===== src/rtl/ps2_rx.sv =====
`timescale 1ns/1ps
// PS/2 keyboard receiver: synchronizes and deglitches the device pins, deframes
// 11-bit frames (start, LSB-first data, odd parity, stop) and hands bytes over via valid/ack.
module ps2_rx #(
  parameter int W              = 8,
  parameter int FILTER         = 4,
  parameter int TIMEOUT_CYCLES = 50000
) (
  input  logic         clk,
  input  logic         reset_n,
  input  logic         ps2_clk,
  input  logic         ps2_data,
  output logic [W-1:0] data_out,
  output logic         data_valid,
  input  logic         data_ack,
  output logic         parity_err,
  output logic         frame_err,
  output logic         overrun
);

  localparam int TW = $clog2(TIMEOUT_CYCLES + 1);
  localparam int BW = $clog2(W + 1);

  typedef enum logic [1:0] {IDLE, DATA, PARITY, STOP} state_t;

  logic          clk_p0, clk_p1, dat_p0, dat_p1;
  logic          fclk, fall;
  logic [3:0]    fcnt;
  state_t        state;
  logic [BW-1:0] nbit;
  logic [TW-1:0] tmo;
  logic [W-1:0]  q;
  logic          par;

  // Stage p0/p1: two-flop synchronizers, idle-high after reset
  always_ff @(posedge clk or negedge reset_n) begin
    if (!reset_n) begin
      clk_p0 <= 1'b1;
      clk_p1 <= 1'b1;
      dat_p0 <= 1'b1;
      dat_p1 <= 1'b1;
    end else begin
      clk_p0 <= ps2_clk;
      clk_p1 <= clk_p0;
      dat_p0 <= ps2_data;
      dat_p1 <= dat_p0;
    end
  end

  // Filtered clock: flips only after FILTER consecutive opposite samples
  always_ff @(posedge clk or negedge reset_n) begin
    if (!reset_n) begin
      fclk <= 1'b1;
      fcnt <= '0;
      fall <= 1'b0;
    end else begin
      fall <= 1'b0;
      if (clk_p1 == fclk) begin
        fcnt <= '0;
      end else if (fcnt == 4'(FILTER - 1)) begin
        fclk <= clk_p1;
        fcnt <= '0;
        fall <= fclk;
      end else begin
        fcnt <= fcnt + 4'd1;
      end
    end
  end

  // Frame state machine, timeout and output handshake
  always_ff @(posedge clk or negedge reset_n) begin
    if (!reset_n) begin
      state      <= IDLE;
      nbit       <= '0;
      tmo        <= '0;
      data_out   <= '0;
      data_valid <= 1'b0;
      parity_err <= 1'b0;
      frame_err  <= 1'b0;
      overrun    <= 1'b0;
    end else begin
      parity_err <= 1'b0;
      frame_err  <= 1'b0;
      overrun    <= 1'b0;
      if (data_valid && data_ack)
        data_valid <= 1'b0;

      if (state == IDLE || fall) begin
        tmo <= '0;
      end else if (tmo == TW'(TIMEOUT_CYCLES - 1)) begin
        state     <= IDLE;
        frame_err <= 1'b1;
        tmo       <= '0;
      end else begin
        tmo <= tmo + TW'(1);
      end

      if (fall) begin
        case (state)
          IDLE: begin
            if (!dat_p1) begin
              state <= DATA;
              nbit  <= '0;
            end else begin
              frame_err <= 1'b1;
            end
          end
          DATA: begin
            nbit <= nbit + BW'(1);
            if (nbit == BW'(W - 1))
              state <= PARITY;
          end
          PARITY: state <= STOP;
          STOP: begin
            state <= IDLE;
            if (!dat_p1) begin
              frame_err <= 1'b1;
            end else if (!(^q ^ par)) begin
              parity_err <= 1'b1;
            end else begin
              data_out   <= q;
              data_valid <= 1'b1;
              if (data_valid && !data_ack)
                overrun <= 1'b1;
            end
          end
          default: state <= IDLE;
        endcase
      end
    end
  end

  // Shift register and parity capture (pure data, no reset needed)
  always_ff @(posedge clk) begin
    if (fall) begin
      if (state == DATA)
        q <= {dat_p1, q[W-1:1]};
      if (state == PARITY)
        par <= dat_p1;
    end
  end

endmodule


===== config.mk =====
export PLATFORM = sky130hd
export DESIGN_NAME = ps2_rx
export DESIGN_NICKNAME = d
export VERILOG_FILES = /design/src/rtl/ps2_rx.sv
export SDC_FILE = /design/constraint.sdc
export NUM_CORES = 1
export LEC_CHECK = 0
export ABC_AREA = 1
export CORE_UTILIZATION = 30
export CTS_CLUSTER_DIAMETER = 100
export CTS_CLUSTER_SIZE = 25
export DETAILED_ROUTE_END_ITERATION = 16
export PLACE_DENSITY = 0.54
export SYNTH_ARGS = -nofsm -noshare
export SYNTH_HDL_FRONTEND = slang
export SYNTH_SLANG_ARGS = --single-unit

===== constraint.sdc =====
create_clock -name clk -period 2.8 [get_ports clk]
set_input_delay 0.56 -clock clk [delete_from_list [all_inputs] [get_ports clk]]
set_output_delay 0.56 -clock clk [all_outputs]
set_load 0.03 [all_outputs]

==> results.cfg, run 1 <==
[clocking]
clk_pin_slew_ns = 0.09
cts-resized-gates = 0
h-tree-depth = 2
cts_buffers = 5
hold_buffers = 0
cts_setup_buffers = 0
clockBufferDepth = 2
cts_sinks = 53
cts_root_buf = clkbuf_8
clkLatencyLatePin_ns = 0.30
cts_tree = yes

[global_routing]
grt_pass1_wl_mm = 7.76
grt_usage_pct = 11.4
grt_pass1_vias = 1755
gr-total-overflow = 0
antenna_found_initial = 0
grt_max_degree = 44

[critical_path]
critPathBufInv = 1
critPathArrivalTime_ns = 1.35
slowest_delay_ns = 0.68
slowest_stage = clkdlybuf4s50_1
crit_chain = clkdlybuf4s50_1
cp.required_ns = 2.24
worstPathMaxFanout = 2
cpLargestDelayFamily = buffers and inverters
worstSetupStartpointType = register
critical_path_class = reg2out
cp-end-kind = output port

[place]
numPortBuffers = 16
dp_hpwl_mm = 3.06
dp_cells = 394
place.gp.congestion = 0.766

[layout]
fill_cells = 790
area_growth_pct = 16.0
drive_gt1_share_pct = 8.67
multi_input_area_um2 = 948
diodes = 0
register_area_um2 = 1380
final_cell_count_no_fill = 402
layout.nets = 311

[floorplan]
die_w_um = 93.2
rows = 32
pin_count = 17
start_util_pct = 31.7
fp.dieH_um = 93.2
core_area_um2 = 7890
die-area_um2 = 8690

[sta]
hold_violations = 0
slew_violations = 0
setup_viol = 0
fmax_mhz = 524
final.setup.tns_ns = 0
slew_headroom_pct = 34.2
rsz0062_at_grt = false
fin_crit_sh_pct = 68.1
finalCriticalPeriod_ns = 1.91
tightest_slew_ns = 0.987
clock_skew_ns = 0.00630

[power]
p_sw_mw = 0.427
combinationalPowerShare_pct = 12.9
p_leak_nw = 1.36
ir_worst_vdd_mv = 0.194
clock_power_share_pct = 35.9
switching_share_pct = 25.3
p_per_area_nw_per_um2 = 583
intPower_mw = 1.26
seqPwrFrac_pct = 51.2

[yosys]
yosysWarnings = 0
syn_inst = 277
synth.distinct_cells = 30
synth_top_area_share_pct = 39.1
syn_area_um2 = 2500
synth_seq_cells = 53
synth_area_leaders = dfrtp_1 (39%), edfxtp_1 (11%), nand2_1 (11%)
syn-num-nets = 289
synth_top_area_cell = dfrtp_1
yosysSeqAreaShare_pct = 55.2
synth_area_per_cell_um2 = 9.02

[run]
cap_violations = 0

[route]
wl_mm = 4.32
routedWlPerCell_um = 10.8
route.vias.total = 1736
drc = 0
viasPerCell = 4.32
dr.pass1.iters = 4
drtIter0Drc = 65
ant_nets = 0

[min_path]
worstHoldPathType = reg2reg

[status]
outcome = complete, no violations
[layer usage]
metal	GRT usage (%)	vias up	share of wire, %
li1	-	918	-
met1	14.3	791	50
met2	18.9	23	47
met3	2.85	4	2.5
met4	4.10	0	0.88
met5	0	-	0
[sequential cells by signal (all words and copies together), names as in the netlist]
name	count
data_valid	1
dat_p0	1
nbit	4
parity_err	1
par	1
data_out	8
overrun	1
frame_err	1
state	2
tmo	16
clk_p0	1
dat_p1	1
clk_p1	1
q	8
fcnt	4
fclk	1
fall	1
[Yosys cell counts]
master    number
nor2_1        31
inv_2          1
xor2_1         5
a211oi_1       1
o21ai_0        7
a21oi_1        8
nor4_1         1
o21bai_1       1
nor3_1         6
ha_1           7
inv_1         37
nor2_2         3
nand3_1       21
xnor2_1        7
buf_2          1
mux2i_1        1
nand2_4        2
nand3_2        3
and3_1         3
buf_12         1
nand4_1        1
edfxtp_1       9
o31ai_1        1
a21oi_2        2
nand2_1       70
or2_0          1
dfrtp_1       39
dfstp_2        5
clkinv_1       1
o21a_1         1
[stage by stage]
step | total power, mW | area, um^2 | hold WS [ns] | worst slack, ns | utilization (%)
global placement | 1.09 | 2760 | 0.346 | 1.14 | 35.0
global route | 1.80 | 2900 | 0.366 | 0.832 | 36.7
finish | 1.69 | 2900 | 0.361 | 0.893 | 36.7
floorplan | 1.06 | 2500 | 0.264 | 1.32 | -
CTS | 1.72 | 2900 | 0.363 | 0.868 | 36.7
detailed placement | 1.10 | 2760 | 0.349 | 1.06 | 35.0
[cell type report]
cell class	instances	area share, %
clock buffers	5	2.38
clock inverters	3	2.25
inverters	39	5.05
multi-input cells	183	32.7
flip-flops and latches	53	47.6
well taps	102	4.41
repair buffers	17	5.62
[cells by family after synthesis]
family | count (synthesis) | synth area share, %
adder cells (fa/ha/maj) | 7 | 3.51
multiplexers | 1 | 0.401
AO/OA/AOI/OAI | 21 | 4.91
flip-flops | 53 | 55.2
XOR/XNOR | 12 | 4.21
AND/OR/NAND/NOR | 142 | 25.0
buffers and inverters | 41 | 6.86
[power by group through the flow]
stage / sequential, mW / combinational [mW] / clock [mW]
after floorplan: 0.873 / 0.189 / 0
after global placement: 0.879 / 0.215 / 0
after detailed placement: 0.880 / 0.220 / 0
after CTS: 0.865 / 0.220 / 0.635
after global routing: 0.872 / 0.264 / 0.662
final: 0.865 / 0.217 / 0.606
[cell usage in the layout (no fill, tap or decap), types with 3 or more instances in the layout]
master and count:
clkdlybuf4s50_1 15, dfstp_2 5, nand3_1 21, ha_1 7, edfxtp_1 9, xor2_1 5, dfrtp_1 39, inv_1 37
nand3_2 3, nor2_1 31, nor2_2 3, nor3_1 6, o21ai_0 7, nand2_1 70, a21oi_1 8, and3_1 3
xnor2_1 7, clkbuf_8 5
[final timing paths]
kind                        startpoint          end  slack, ns  cells after the start
max in group asynchronous      reset_n       dat_p1       1.68                      2
min in group asynchronous      reset_n  data_out[4]       0.42                      1
setup reg to reg              state[1]       tmo[9]       1.03                      8
hold / removal                  clk_p0       clk_p1       0.36                      0
setup / recovery           data_out[6]  data_out[6]       0.89                      1
hold reg to reg                 clk_p0       clk_p1       0.36                      0
No activity file was read; power rests on OpenSTA's default activity.
==> run 2, diff against run 1 <==
==> constraint.sdc (replaced) <==
create_clock -name clk -period 1.8 [get_ports clk]
set_input_delay 0.36 -clock clk [delete_from_list [all_inputs] [get_ports clk]]
set_output_delay 0.36 -clock clk [all_outputs]
set_load 0.03 [all_outputs]
==> run 2 against run 1 <==
Clock-buffer cell count stayed put; flip-flop and latch count unchanged; wire length down 2.4%; core utilization about the same; clock power up 14%; setup slack lost 0.80 ns; die area unchanged; final area barely moved; cell count is 0.75% higher; global-route usage is 0.31 points lower.
==> results.cfg, run 2 (same netlist as run 1, synthesis figures left out) <==
[status]
outcome = complete, no violations

[floorplan]
die-area_um2 = 8690
rows = 32
pin_count = 17
core_area_um2 = 7890
start_util_pct = 31.7
die_w_um = 93.2
fp.dieH_um = 93.2

[route]
drc = 0
drtIter0Drc = 57
dr.pass1.iters = 4
route.vias.total = 1743
viasPerCell = 4.30
wl_mm = 4.22
routedWlPerCell_um = 10.4
ant_nets = 0

[sta]
fmax_mhz = 585
fin_ws_ns = 0.0910
slew_violations = 0
fin_crit_sh_pct = 94.9
slew_headroom_pct = 66.7
clock_skew_ns = 0.00720
rsz0062_at_grt = false
tightest_slew_ns = 0.500
final.setup.tns_ns = 0
finalCriticalPeriod_ns = 1.71
hold_violations = 0
setup_viol = 0

[global_routing]
grt_pass1_wl_mm = 7.52
grt_usage_pct = 11.1
antenna_found_initial = 0
grt_max_degree = 25
grt_pass1_vias = 1656
gr-total-overflow = 0

[clocking]
clkLatencyLatePin_ns = 0.31
hold_buffers = 0
clockBufferDepth = 2
cts_buffers = 5
cts_sinks = 53
h-tree-depth = 2
cts_root_buf = clkbuf_8
clk_pin_slew_ns = 0.10
cts_tree = yes

[power]
ir_worst_vdd_mv = 0.320
p_per_area_nw_per_um2 = 833
power_mw = 2.41
p_leak_nw = 1.35

[layout]
layout.nets = 314
final_common_cell = nand2_1
largest_reg_flops = 16
largest-register = tmo
reg_top3 = tmo x16, data_out x8, q x8
diodes = 0
layout_common_cells = nand2_1 (70), dfrtp_1 (39), inv_1 (37), nor2_1 (31), nand3_1 (21)
drive_gt1_share_pct = 9.57
final_cell_count_no_fill = 405
area_growth_pct = 15.9

[place]
place.gp.congestion = 0.855
dp_slack_ns = 0.0366
dp_cells = 395
dp_hpwl_mm = 3.06
numPortBuffers = 16

[critical_path]
cp.required_ns = 1.44
critPathBufInv = 1
slowest_stage = clkdlybuf4s50_1
crit_chain = clkdlybuf4s50_1
critPathArrivalTime_ns = 1.35
cpLargestDelayFamily = buffers and inverters
cp-end-kind = output port
worstPathMaxFanout = 2
slowest_delay_ns = 0.67
worstSetupStartpointType = register
critical_path_class = reg2out

[min_path]
worstHoldPathType = in2async

[run]
cap_violations = 0
-- run 2: changes by cell type in the layout (fill, tap and decap cells not counted), sizes merged --
cell      change
bufinv        -2
inv           +1
buf           +3
clkinvlp      +1
-- run 2: final timing paths --
check | start | endpoint | slack, ns | depth (start not counted)
max | data_out[7] | data_out[7] | 0.09 | 1
min | reset_n | parity_err | 0.004 | 1
max reg2reg | state[1] | tmo[9] | 0.16 | 8
min reg2reg | dat_p0 | dat_p1 | 0.36 | 0
max in group asynchronous | reset_n | dat_p1 | 1.22 | 2
min in group clk | dat_p0 | dat_p1 | 0.36 | 0
-- run 2: report_power, final --
part,switching [mW],total (mW),internal (mW)
Sequential,0.0518,1.35,1.29
Combinational,0.233,0.379,0.146
Clock,0.411,0.688,0.277
-- run 2: routing by layer --
layer  vias up  GRT usage [%]  part of all wire [%]
met4         0           5.00                   1.8
met3         5           2.28                   3.2
met1       794           14.7                    52
li1        920              -                     -
met2        24           17.4                    43
met5         -              0                     0
-- run 2: layout make-up --
cell class	count	area, um^2
tap	102	128
sequential	53	1380
clock inverter	3	21.3
clock buffer	5	68.8
multi-input combinational	183	956
timing repair buffer	20	198
inverter	39	146
fill	797	4990
-- run 2: timing repair --
action,in CTS,in global routing
endpoints found under the setup margin,0,2
endpoints found under the hold margin,0,0
setup buffers,0,2
resized for setup,0,1
-- run 2: through the flow --
step / cell area [um^2] / utilization (%) / hold slack, ns
detailed placement: 2780 / 35.3 / 0.347
CTS: 2870 / 36.4 / 0.0218
floorplan: 2500 / - / 0.0644
global placement: 2780 / 35.3 / 0.346
finish: 2900 / 36.7 / 0.00353
global route: 2900 / 36.7 / 0.0395
==> run 3, diff against run 2 <==
--- a/config.mk
+++ b/config.mk
@@ -10,7 +10,7 @@
 export CTS_CLUSTER_DIAMETER = 100
 export CTS_CLUSTER_SIZE = 25
 export DETAILED_ROUTE_END_ITERATION = 16
-export PLACE_DENSITY = 0.54
+export PLACE_DENSITY = 0.56
 export SYNTH_ARGS = -nofsm -noshare
 export SYNTH_HDL_FRONTEND = slang
 export SYNTH_SLANG_ARGS = --single-unit
==> constraint.sdc (replaced) <==
create_clock -name clk -period 1.55 [get_ports clk]
set_input_delay 0.31 -clock clk [delete_from_list [all_inputs] [get_ports clk]]
set_output_delay 0.31 -clock clk [all_outputs]
set_load 0.03 [all_outputs]
==> run 3 against run 2 <==
Worst hold slack improved by 0.35 ns; via count is 6.6% higher; flip-flop and latch count unchanged; clock power rose by 37%; largest power group unchanged; combinational power is 46% higher; core utilization is 2.6 points higher; sequential share of layout area is 3.2 points lower; total power is 27% higher; register-to-register slack lost 0.09 ns; setup slack got worse by 0.024 ns; die area is the same; cell count is 4.4% higher.
==> results.cfg, run 3 (same netlist as run 1, synthesis figures left out) <==
[status]
outcome = complete, no violations

[route]
viasPerCell = 4.39
wl_mm = 4.62
route.vias.total = 1858
routedWlPerCell_um = 10.9
ant_nets = 0
drc = 0
dr.pass1.iters = 4
drtIter0Drc = 80

[critical_path]
cp-end-kind = register
cp.required_ns = 1.76
critical_path_class = reg2reg
cp_common_cell = nand2_1
worstSetupStartpointType = register
slowest_stage = edfxtp_1
critPathArrivalTime_ns = 1.69
slowest_delay_ns = 0.44
crit_chain = inv_1 > nand2_1 > nand2_1 > inv_1 > nand2_1 > nand2_1 > inv_1 > nand3_2 > nand2_4 > nand2_4 > nand2_1 > nand2_1
worstPathMaxFanout = 10

[sta]
hold_violations = 0
fmax_mhz = 674
clock_skew_ns = 0.00905
rsz0062_at_grt = true
finalCriticalPeriod_ns = 1.48
setup_viol = 0
whs_ns = 0.356
slew_violations = 0
fin_crit_sh_pct = 95.7
slew_headroom_pct = 77.7
tightest_slew_ns = 0.332

[power]
p_leak_nw = 1.52
ir_worst_vdd_mv = 0.431
p_per_area_nw_per_um2 = 986

[run]
cap_violations = 0

[clocking]
cts_buffers = 5
cts_root_buf = clkbuf_8
cts_sinks = 53
cts_tree = yes
clkLatencyLatePin_ns = 0.31
clk_pin_slew_ns = 0.10
clockBufferDepth = 2
h-tree-depth = 2

[floorplan]
start_util_pct = 31.7
rows = 32
die-area_um2 = 8690
fp.dieH_um = 93.2
die_w_um = 93.2
core_area_um2 = 7890
pin_count = 17

[global_routing]
grt_usage_pct = 11.7
grt_pass1_wl_mm = 7.96
gr-total-overflow = 0
grt_pass1_vias = 1833
grt_max_degree = 33
antenna_found_initial = 0

[layout]
fin_area_um2 = 3100
layout_common_cells = nand2_1 (68), dfrtp_1 (39), inv_1 (36), nor2_1 (29), nand3_1 (20)
largest_reg_flops = 16
area_growth_pct = 24.3
diodes = 0
multi_input_area_um2 = 1010
fill_cells = 774
reg_top3 = tmo x16, data_out x8, q x8
final_common_cell = nand2_1
register_area_um2 = 1380
largest-register = tmo
drive_gt1_share_pct = 16.5
layout.nets = 332

[place]
placedInstanceArea_um2 = 2840
dp_hpwl_mm = 3.18
numPortBuffers = 16
place.gp.congestion = 0.771

[min_path]
worstHoldPathType = reg2reg
==> run 3: repair_timing <==
item | CTS | global route
hold endpoints to repair | 12 | 0
resized for setup | 14 | 12
hold buffers | 1 | 0
setup buffers | 0 | 11
endpoints found under the setup margin | 14 | 24
pin swaps | 0 | 2
==> run 3: cell type report <==
| cell class | instances | share of cell area (%) |
|---|---|---|
| flip-flops and latches | 53 | 44.4 |
| clock buffers | 6 | 2.34 |
| multi-input cells | 183 | 32.5 |
| repair buffers | 38 | 10.7 |
| well taps | 102 | 4.11 |
| inverters | 39 | 4.72 |
| clock inverters | 2 | 1.25 |
==> run 3: per-layer routing <==
layer | part of all wire, % | global-route usage, % | up-vias | wire length [um]
li1 | - | - | 958 | -
met3 | 2.9 | 2.68 | 5 | 133
met1 | 48 | 15.1 | 872 | 2230
met5 | 0 | 0 | - | 0
met4 | 1.5 | 5.90 | 0 | 71
met2 | 47 | 18.3 | 23 | 2190
==> run 3: path summary, 6_finish.rpt <==
check                              from  slack, ns  depth (start not counted)           to
worst max-delay path               q[5]       0.07                         12  data_out[2]
worst min-delay path             clk_p0       0.36                          0       clk_p1
worst max register to register     q[5]       0.07                         12  data_out[2]
worst min register to register   clk_p0       0.36                          0       clk_p1
max in group asynchronous       reset_n       0.58                          3       dat_p0
min in group asynchronous       reset_n       0.41                          2  data_out[6]
==> run 3: critical path: cells and delay by family, from the launching register on <==
family | cells | cell delay, ns
buffers and inverters | 3 | 0.22
AND/OR/NAND/NOR | 9 | 0.71
flip-flops | 1 | 0.44
==> run 3: metrics by stage <==
| step | utilization (%) | total power, mW | instances | setup slack [ns] | setup TNS [ns] |
|---|---|---|---|---|---|
| floorplan | - | 1.92 | 277 | 0.0670 | 0 |
| global placement | 36.0 | 2.07 | 403 | 0.0369 | 0 |
| detailed placement | 36.0 | 2.07 | 403 | -0.0258 | -0.0258 |
| CTS | 37.5 | 3.05 | 412 | 0.00627 | 0 |
| global route | 39.4 | 3.26 | 423 | -0.0570 | -0.369 |
| finish | 39.4 | 3.06 | 423 | 0.0672 | 0 |
==> run 3: where the power goes <==
group / total (mW) / leakage [nW] / switching (mW) / internal (mW)
logic: 0.553 / 0.785 / 0.303 / 0.250
clock network: 0.940 / 0.0554 / 0.454 / 0.485
registers: 1.57 / 0.675 / 0.0647 / 1.50
